`config.mk`:
```
export PLATFORM = sky130hd
export DESIGN_NAME = updown_counter_sequencer
export DESIGN_NICKNAME = d
export VERILOG_FILES = /design/src/rtl/updown_counter_sequencer.sv
export SDC_FILE = /design/constraint.sdc
export NUM_CORES = 1
export LEC_CHECK = 0
export CAP_MARGIN = 20
export CORE_ASPECT_RATIO = 0.9
export CORE_UTILIZATION = 44
export DETAILED_ROUTE_END_ITERATION = 10
export HOLD_SLACK_MARGIN = 0.03
export PLACE_DENSITY = 0.69
export SLEW_MARGIN = 20
export SYNTH_ARGS = -nofsm -noshare
export SYNTH_HDL_FRONTEND = slang
export SYNTH_SLANG_ARGS = --single-unit
```
`constraint.sdc`:
```
create_clock -name clk -period 3 [get_ports clk]
set_input_delay 0.45 -clock clk [delete_from_list [all_inputs] [get_ports clk]]
set_output_delay 0.45 -clock clk [all_outputs]
set_load 0.005 [all_outputs]
```
`src/rtl/updown_counter_sequencer.sv`:
```
// updown_counter_sequencer: issues a commanded number of enable steps to an external up/down counter, bouncing or wrapping at the limits
module updown_counter_sequencer #(
  parameter int WIDTH  = 4,
  parameter int STEP_W = 8
) (
  input  logic              clk,
  input  logic              rst,
  input  logic              cmd_valid,
  output logic              cmd_ready,
  input  logic              cmd_dir,
  input  logic [STEP_W-1:0] cmd_steps,
  input  logic              cmd_bounce,
  input  logic              hold,
  input  logic              abort,
  input  logic [WIDTH-1:0]  cnt_count,
  output logic              cnt_enable,
  output logic              cnt_up_down,
  output logic              busy,
  output logic              done_valid,
  output logic              done_aborted,
  output logic [7:0]        done_wraps
);
  typedef enum logic [1:0] {IDLE, RUN, DONE} state_t;
  state_t            state;
  logic              dir;
  logic              bounce;
  logic [STEP_W-1:0] remaining;
  logic [7:0]        wraps;
  logic              aborted;
  logic              at_limit;
  logic              eff_dir;
  logic              issue;
  assign at_limit     = dir ? (cnt_count == '1) : (cnt_count == '0);
  assign eff_dir      = (bounce && at_limit) ? ~dir : dir;
  assign issue        = (state == RUN) && !hold && !abort;
  assign cmd_ready    = state == IDLE;
  assign cnt_enable   = issue;
  assign cnt_up_down  = (state == RUN) ? eff_dir : dir;
  assign busy         = state == RUN;
  assign done_valid   = state == DONE;
  assign done_aborted = aborted;
  assign done_wraps   = wraps;
  // command acceptance, step issue with bounce/wrap tracking, and completion
  always_ff @(posedge clk) begin
    if (rst) begin
      state     <= IDLE;
      dir       <= 1'b1;
      bounce    <= 1'b0;
      remaining <= '0;
      wraps     <= '0;
      aborted   <= 1'b0;
    end else begin
      case (state)
        IDLE: if (cmd_valid) begin
          dir       <= cmd_dir;
          bounce    <= cmd_bounce;
          remaining <= cmd_steps;
          wraps     <= '0;
          aborted   <= 1'b0;
          state     <= (cmd_steps == '0) ? DONE : RUN;
        end
        RUN: if (abort) begin
          aborted <= 1'b1;
          state   <= DONE;
        end else if (!hold) begin
          remaining <= remaining - 1'b1;
          dir       <= eff_dir;
          if (!bounce && at_limit && wraps != 8'hff) wraps <= wraps + 8'd1;
          if (remaining == STEP_W'(1)) state <= DONE;
        end
        DONE: state <= IDLE;
        default: state <= IDLE;
      endcase
    end
  end
endmodule

```
==> flow_summary_export.csv <==
group,metric,value,unit
pwr,leakage,0.622,nW
clocking,cts-buffers-inserted,3,
floorplan,start_util,47.8,%
critical_path,start_kind,"input port",
clocking,htree_levels,1,
floorplan,fp.dieW,60.6,um
outcome,status,"complete, no violations",
timing,fin_crit,2.74,ns
critical_path,critPathArrivalTime,2.29,ns
floorplan,rows,18,
clocking,cts_buffer_depth,2,
layout,drive_gt1_share,5.34,%
critical_path,rrSetupSlack,0.93,ns
clocking,cts.sinks,21,
critical_path,crit_required,2.55,ns
timing,max_freq,0.365,GHz
synthesis,yosysUniqueCellTypes,47,
timing,fin_setup_tns,0,ns
drt,wl,3590,um
drt,drc,0,
synthesis,yosysSeqAreaShare,31.0,%
global_route,grt_usage,23.2,%
layout,final_cell_mix,"32 x clkdlybuf4s50_1, 21 x dfxtp_1, 18 x nand2_1",
synthesis,syn_nets,195,
synthesis,synth_seq_cells,21,
worst_hold_path,min_path_cells,2,
global_route,grtUsageMet2,40.3,%
critical_path,end_kind,"output pin",
clocking,cts_tree,"built",
clocking,clock-root-buffer,"clkbuf_4",
layout,final_common_cell,"clkdlybuf4s50_1",
job,drv_cap,0,
synthesis,yosysWarnings,0,
pwr,vdd_drop_max,0.320,mV
place,dp_hpwl,2720,um
global_route,grt_start_max_net_pins,19,
critical_path,r2r_cells,6,
synthesis,ys_async_sr_fraction,0,%
layout,stdcell_area,0.00175,mm2
drt,drt-initial-drc-count,83,
global_route,overflow,0,
synthesis,synthCells,173,
critical_path,r2r_end,"remaining[7]",
timing,slew_violations,0,
worst_hold_path,hp-start,"remaining[1]",
worst_hold_path,hold_class,"register to register",
synthesis,avgSynthCellArea,7.85,um2
global_route,grt_pass1_vias,1333,
worst_hold_path,hold_end,"remaining[1]",
floorplan,coreArea,0.00284,mm2
timing,rsz0062_at_grt,"no",
place,place_congestion,0.857,
timing,maxSlewHeadroom,48.6,%
drt,dr.pass1.iters,4,
critical_path,worstPathMaxFanout,3,
timing,setup_viol_count_final,0,
place,dpl-instance-area,0.00172,mm2
layout,utilization,61.5,%
global_route,grt.met3_usage,4.26,%
layout,nets,229,
timing,skew,0.00657,ns
clocking,cts_resized,0,
synthesis,syn-cell-area,0.00136,mm2
clocking,clkTransAtPathRegs,0.11,ns
global_route,grt_first_pass_wirelength,5760,um
synthesis,synth-edff-count,0,
floorplan,io_pins,33,
layout,antenna_cells,0,
floorplan,die_y,54.7,um
layout,syn_to_final_growth,28.6,%
timing,finalHoldViolations,0,
timing,finalCritPeriodShare,91.3,%
global_route,busiest_layer,"met2",
critical_path,crit_type,"input port to output pin",
pwr,p_per_area,435,mW/mm2
floorplan,dieArea,0.00331,mm2
drt,vias,1476,
place,io_buffers,32,
clocking,ctsHoldBuffers,0,
synthesis,ys.flop_type,"dfxtp_1",
drt,vias_per_cell,6.00,
drt,ant_nets,0,
global_route,met1_usage,30.3,%
critical_path,r2r-start,"state[1]",
clocking,post_cts_buffers,0,
global_route,antenna_found_initial,0,
timing,tightest_slew,0.771,ns
drt,wl_per_cell,14.6,um
layout,fill_cells,299,
clocking,clk_latency,0.31,ns
layout make-up:
cell class	count	area, um2	area share, %
clock buffers	4	26.3	1.51
well taps	40	50.0	2.87
inverters	5	18.8	1.08
multi-input cells	141	887	50.8
repair buffers	35	343	19.6
flip-flops and latches	21	420	24.1
metrics by stage:
step                      total power, mW  std cells  hold slack [ns]  setup WS [ns]
after floorplan                     0.517        173            0.445           1.17
after global placement              0.614        242            0.462          0.371
after detailed placement            0.623        242            0.467          0.300
after CTS                           0.762        246            0.484          0.276
after global routing                0.815        246            0.529          0.169
final                               0.760        246            0.480          0.261
routing by layer:
metal	part of all wire, %	up-vias
met5	0	-
met4	0.58	0
met3	4.1	4
met2	46	35
met1	49	698
li1	-	739
worst max path at each step:
stage                       from             to  slack (ns)  cells past startpoint
finish              cnt_count[0]    cnt_up_down        0.26                      6
detailed placement  cnt_count[0]    cnt_up_down        0.30                      6
floorplan                  abort  done_wraps[2]        1.17                      4
global placement    cnt_count[0]    cnt_up_down        0.37                      6
global route        cnt_count[0]    cnt_up_down        0.17                      6
CTS                 cnt_count[0]    cnt_up_down        0.28                      6
critical path, cell delays in order:
cell and delay (ns):
clkdlybuf4s50_1 0.45, nor3_1 0.35, a21oi_1 0.12, a211oi_1 0.31, a21o_1 0.13, clkdlybuf4s50_1 0.49
power by group:
group / internal [mW] / switching (mW)
clock network: 0.0519 / 0.0872
registers: 0.308 / 0.0375
logic: 0.128 / 0.147
synth_stat cells, drive strengths merged, types with 2 or more instances:
| library cell | number | area [um2] |
|---|---|---|
| a21o | 4 | 30.0 |
| dfxtp | 21 | 420 |
| nor2 | 11 | 41.3 |
| nand3 | 3 | 15.0 |
| nor2b | 4 | 25.0 |
| nor3 | 7 | 35.0 |
| buf | 2 | 16.3 |
| nand2 | 18 | 67.6 |
| a21oi | 17 | 88.8 |
| ha | 3 | 37.5 |
| o21ai | 10 | 50.1 |
| nor4b | 2 | 17.5 |
| a211oi | 8 | 60.1 |
| o211ai | 6 | 55.1 |
| nand2b | 6 | 37.5 |
| nand4 | 5 | 31.3 |
| nor4 | 3 | 18.8 |
| clkbuf | 4 | 15.0 |
| a211o | 2 | 17.5 |
| inv | 4 | 15.0 |
| o311ai | 2 | 17.5 |
| or4 | 4 | 30.0 |
| a32oi | 3 | 26.3 |
| and3 | 3 | 18.8 |
| nor3b | 2 | 15.0 |
cells by family after synthesis:
kind of cell             after synthesis  synth area share [%]
AO/OA/AOI/OAI                         60                  30.4
adder cells (fa/ha/maj)                3                  2.77
buffers and inverters                 11                  3.69
flip-flops                            21                  31.0
multiplexers                           1                 0.737
AND/OR/NAND/NOR                       77                  31.4
sequential cells by signal (all words and copies together), names as in the netlist:
name	flops
bounce	1
dir	1
done_aborted	1
done_wraps	8
remaining	8
state	2
(Power assumes the default switching activity.)
